--- config.mk ---
export PLATFORM = sky130hd
export DESIGN_NAME = serial_subtractor
export DESIGN_NICKNAME = d
export VERILOG_FILES = /design/src/rtl/serial_subtractor.sv
export SDC_FILE = /design/constraint.sdc
export NUM_CORES = 1
export LEC_CHECK = 0
export ABC_AREA = 1
export BUFFER_PORTS_ARGS = -buffer_cell sky130_fd_sc_hd__clkbuf_2
export CORE_ASPECT_RATIO = 0.6
export CORE_MARGIN = 4
export CORE_UTILIZATION = 58
export CTS_BUF_LIST = sky130_fd_sc_hd__clkbuf_16
export DETAILED_ROUTE_END_ITERATION = 10
export GPL_TIMING_DRIVEN = 0
export PLACE_DENSITY = 0.83
export SYNTH_ARGS = -nofsm -noshare
export SYNTH_HDL_FRONTEND = slang
export SYNTH_SLANG_ARGS = --single-unit
--- constraint.sdc ---
create_clock -name clk -period 3.1 [get_ports clk]
set_clock_uncertainty 0.2 [all_clocks]
set_input_delay 0.465 -clock clk [delete_from_list [all_inputs] [get_ports clk]]
set_output_delay 0.465 -clock clk [all_outputs]
set_load 0.02 [all_outputs]
--- src/rtl/serial_subtractor.sv ---
// Multi-cycle WIDTH-bit subtractor: a - b - borrow_in, DIGIT bits per clock through a
// chain of full-subtractor cells, with valid/ready handshakes and a mode-dependent overflow.
module serial_subtractor #(
    parameter int unsigned WIDTH = 8,
    parameter int unsigned DIGIT = 1
) (
    input  logic             clk,
    input  logic             rst_n,
    input  logic             in_valid,
    output logic             in_ready,
    input  logic [WIDTH-1:0] a,
    input  logic [WIDTH-1:0] b,
    input  logic             borrow_in,
    input  logic             signed_mode,
    output logic             out_valid,
    input  logic             out_ready,
    output logic [WIDTH-1:0] diff,
    output logic             borrow_out,
    output logic             overflow
);

    localparam int unsigned STEPS = WIDTH / DIGIT;
    localparam int unsigned CW    = (STEPS > 1) ? $clog2(STEPS) : 1;

    localparam logic [1:0] IDLE = 2'd0;
    localparam logic [1:0] BUSY = 2'd1;
    localparam logic [1:0] DONE = 2'd2;

    if (WIDTH < 2 || DIGIT == 0 || (WIDTH % DIGIT) != 0) begin : g_param_check
        $error("serial_subtractor: WIDTH must be >= 2 and a multiple of DIGIT");
    end

    logic [1:0]       state_q;
    logic [WIDTH-1:0] a_q;
    logic [WIDTH-1:0] b_q;
    logic             borrow_q;
    logic             smode_q;
    logic             a_msb_q;
    logic             b_msb_q;
    logic [CW-1:0]    cnt_q;
    logic [WIDTH-1:0] res_q;
    logic [WIDTH-1:0] diff_q;
    logic             bout_q;
    logic             ovf_q;

    logic [DIGIT-1:0] slice;
    logic             chain_b;
    logic [WIDTH-1:0] res_next;
    logic             ovf_next;

    // Ripple the current DIGIT-bit slice through the cell chain.
    always_comb begin
        slice   = '0;
        chain_b = borrow_q;
        for (int i = 0; i < int'(DIGIT); i++) begin
            slice[i] = a_q[i] ^ b_q[i] ^ chain_b;
            chain_b  = (~a_q[i] & b_q[i]) | (~a_q[i] & chain_b) | (b_q[i] & chain_b);
        end
        res_next = (res_q >> DIGIT) | (WIDTH'(slice) << (WIDTH - DIGIT));
        // Operand MSBs are kept aside because a_q/b_q are shifted away during BUSY.
        ovf_next = smode_q ? ((a_msb_q != b_msb_q) && (res_next[WIDTH-1] != a_msb_q))
                           : chain_b;
    end

    always_ff @(posedge clk or negedge rst_n) begin
        if (!rst_n) begin
            state_q  <= IDLE;
            a_q      <= '0;
            b_q      <= '0;
            borrow_q <= 1'b0;
            smode_q  <= 1'b0;
            a_msb_q  <= 1'b0;
            b_msb_q  <= 1'b0;
            cnt_q    <= '0;
            res_q    <= '0;
            diff_q   <= '0;
            bout_q   <= 1'b0;
            ovf_q    <= 1'b0;
        end else begin
            case (state_q)
                IDLE: begin
                    if (in_valid) begin
                        a_q      <= a;
                        b_q      <= b;
                        borrow_q <= borrow_in;
                        smode_q  <= signed_mode;
                        a_msb_q  <= a[WIDTH-1];
                        b_msb_q  <= b[WIDTH-1];
                        cnt_q    <= '0;
                        state_q  <= BUSY;
                    end
                end
                BUSY: begin
                    a_q      <= a_q >> DIGIT;
                    b_q      <= b_q >> DIGIT;
                    borrow_q <= chain_b;
                    res_q    <= res_next;
                    cnt_q    <= cnt_q + CW'(1);
                    if (cnt_q == CW'(STEPS - 1)) begin
                        diff_q  <= res_next;
                        bout_q  <= chain_b;
                        ovf_q   <= ovf_next;
                        state_q <= DONE;
                    end
                end
                DONE: begin
                    if (out_ready) begin
                        state_q <= IDLE;
                    end
                end
                default: state_q <= IDLE;
            endcase
        end
    end

    assign in_ready   = (state_q == IDLE);
    assign out_valid  = (state_q == DONE);
    assign diff       = diff_q;
    assign borrow_out = bout_q;
    assign overflow   = ovf_q;

endmodule
==> results by group <==
Yosys
  • Yosys synthesis warning count: 0
  • Share of the synthesized area in the top cell type: 57.5%
  • #FFs+latches synth: 42
  • Yosys top cell by area: dfrtp_1
  • Synthesized area per cell: 8.01 sq um
  • Synth area leaders: dfrtp_1 58%, nand2_1 28%, o21ai_0 4.1%, inv_1 2.5%, buf_2 1.9%
  • Post-Synthesis Cell Area: 1830 sq um
  • Syn_nets: 253
  • Synth unique cells: 13
  • Syn Inst Count: 228
  • Sequential share of the synthesized area: 57.5%

STA
  • Final Hold Vio Count: 0
  • Crit path time final: 1810 ps
  • Slew Viols, Final: 0
  • Worst-Margin Slew: 1010 ps
  • RSZ-0062 raised after global routing: no
  • Max Freq: 0.551 GHz
  • Worst slew margin: 32.7%
  • Period utilization: 58.5%
  • TNS Setup: 0 ps
  • Endpoints failing setup: 0

Placed design
  • DP Wirelength: 2630 um
  • I/O Buffers: 33
  • Placer congestion estimate: 0.843

GRT
  • Grt total ovfl: 0
  • All-Layer GR Usage: 20.5%
  • Vias in the first global route: 1391
  • First-pass GRT wire length: 6370 um
  • Initial antenna violation count: 0
  • Largest net degree at the start of global routing: 43

Critical path
  • Reg2reg path depth: 5
  • WP data arrival: 1770 ps
  • RR Endpoint: diff[3]
  • Setup Crit Path Kind: register to register
  • Worst-path maximum fanout: 10
  • Setup crit end kind: register
  • R2R Setup Slk: 1290 ps
  • Worst EP required: 3050 ps
  • Worst setup SP type: register
  • R2r startpoint: cnt_q[0]

Routing
  • Initial drt markers: 101
  • DR pass1 iterations: 5
  • DRC violations left: 0
  • Final wirelength: 3720 um
  • Vias: 1509
  • Wire per inst: 12.0 um
  • Routed Antenna Nets: 0
  • Vias/cell: 4.85

CTS
  • Setup bufs post-CTS: 0
  • Reg clk slew, reported paths: 60 ps
  • CTS Buf Count: 5
  • Clock tree buffer depth: 2
  • CTS HTree Levels: 2
  • Clock Latency Late Sink: 280 ps
  • Post-cts sizing count: 0
  • CTS Hold Bufs: 0
  • CTS sink cnt: 42
  • CTS tree: done
  • Root buf cell: clkbuf_16

Layout
  • Multi-input gate area: 688 sq um
  • Filler cells: 211
  • Final Util: 74.1%
  • Layout cell share with drive strength beyond 1: 17.8%
  • Synthesis-to-finish area growth: 19.5%
  • Storage element area: 1050 sq um
  • Net count, final: 293
  • # diodes: 0

Power and ir drop
  • Total power: 2290 uW
  • Pwr Density: 1050 nW/um^2
  • VDD IR-drop max: 600 uV
  • Leakage power: 0.00127 uW

Die
  • I/O pins: 34
  • Die span in y: 51.5 um
  • Row cnt: 15
  • Initial Util: 62.0%
  • Chip width: 80.5 um
  • Die area: 4140 sq um
  • Core area: 2950 sq um

Flow run
  • Max_cap viols: 0

Min path
  • Worst Hold Class: input pin to async pin

Status
  • Run status: finished clean
## where the power goes
| group | switching, uW | internal, uW | leakage (uW) | total [uW] |
|---|---|---|---|---|
| sequential | 138 | 789 | 0.000535 | 926 |
| combinational | 576 | 304 | 0.000667 | 881 |
| clock | 193 | 291 | 0.0000724 | 484 |
| total | 907 | 1380 | 0.00127 | 2290 |
## per-stage QoR
step	worst slack [ps]	std cells	area, sq um	hold slack [ps]
6_report	1290	311	2180	143
3_3_place_gp	1320	303	2040	262
5_1_grt	1200	311	2180	199
2_1_floorplan	1580	228	1830	-30.6
3_5_place_dp	1290	303	2040	265
4_1_cts	1290	311	2180	174
## kinds of logic (layout without fill, tap and decap cells)
kind of cell    Yosys count  in the layout  share of synthesized area [%]
buf+inv                  20             61                           4.79
compound gates           17             17                           4.79
flops                    42             42                           57.5
simple gates            146            146                           30.4
fa+ha+maj                 3              3                           2.47
## cell usage in the layout (no fill, tap or decap)
cell type  Yosys  layout
buf_2          7       7
buf_4          1       1
clkbuf_16      0       5
clkbuf_2       0      33
clkinv_1       0       1
clkinv_2       0       1
dfrtp_1       42      42
fa_1           1       1
ha_1           2       2
inv_1         12      13
nand2_1      137     137
nand3_1        4       4
nor2_1         4       4
nor2_2         1       1
o21ai_0       15      15
o21ai_1        1       1
o31ai_1        1       1
## final cells by class
| cell class | count | share of cell area [%] |
|---|---|---|
| timing repair buffer | 33 | 7.57 |
| sequential | 42 | 48.2 |
| inverter | 12 | 2.06 |
| buffer | 8 | 1.95 |
| clock inverter | 3 | 0.573 |
| multi-input combinational | 166 | 31.5 |
| tap | 42 | 2.41 |
| clock buffer | 5 | 5.73 |
## synth_stat cells
cell and count:
buf_2 7, buf_4 1, dfrtp_1 42, fa_1 1
ha_1 2, inv_1 12, nand2_1 137, nand3_1 4
nor2_1 4, nor2_2 1, o21ai_0 15, o21ai_1 1
o31ai_1 1
## worst max path at each step
stage               depth (start not counted)          to  slack [ps]  startpoint
finish                                      5     diff[3]        1290    cnt_q[0]
global route                                5     diff[3]        1200    cnt_q[0]
CTS                                         5     diff[3]        1290    cnt_q[0]
detailed placement                          5     diff[3]        1290    cnt_q[0]
global placement                            5     diff[5]        1320    cnt_q[0]
floorplan                                   5  state_q[1]        1580    cnt_q[0]
## metal layers
metal  wire (um)  share of wire [%]  track usage (%)  up-vias
li1            -                  -                -      777
met4          26               0.70             5.90        0
met2        1450                 39             27.9       44
met5           0                  0                0        -
met3         222                6.0             6.16        3
met1        2020                 54             31.3      685
## registers in the layout, summed over array words and instances (netlist names)
signal,count
b_q,8
borrow_out,1
diff,8
a_q,8
a_msb_q,1
b_msb_q,1
state_q,2
cnt_q,3
res_q,7
borrow_q,1
smode_q,1
overflow,1
## critical path, stage by stage (launching register included)
cell	delay, ps
dfrtp_1	390
ha_1	210
ha_1	220
nand3_1	270
buf_2	290
o21ai_0	110
Note: power is estimated with default switching activity, not from simulation.
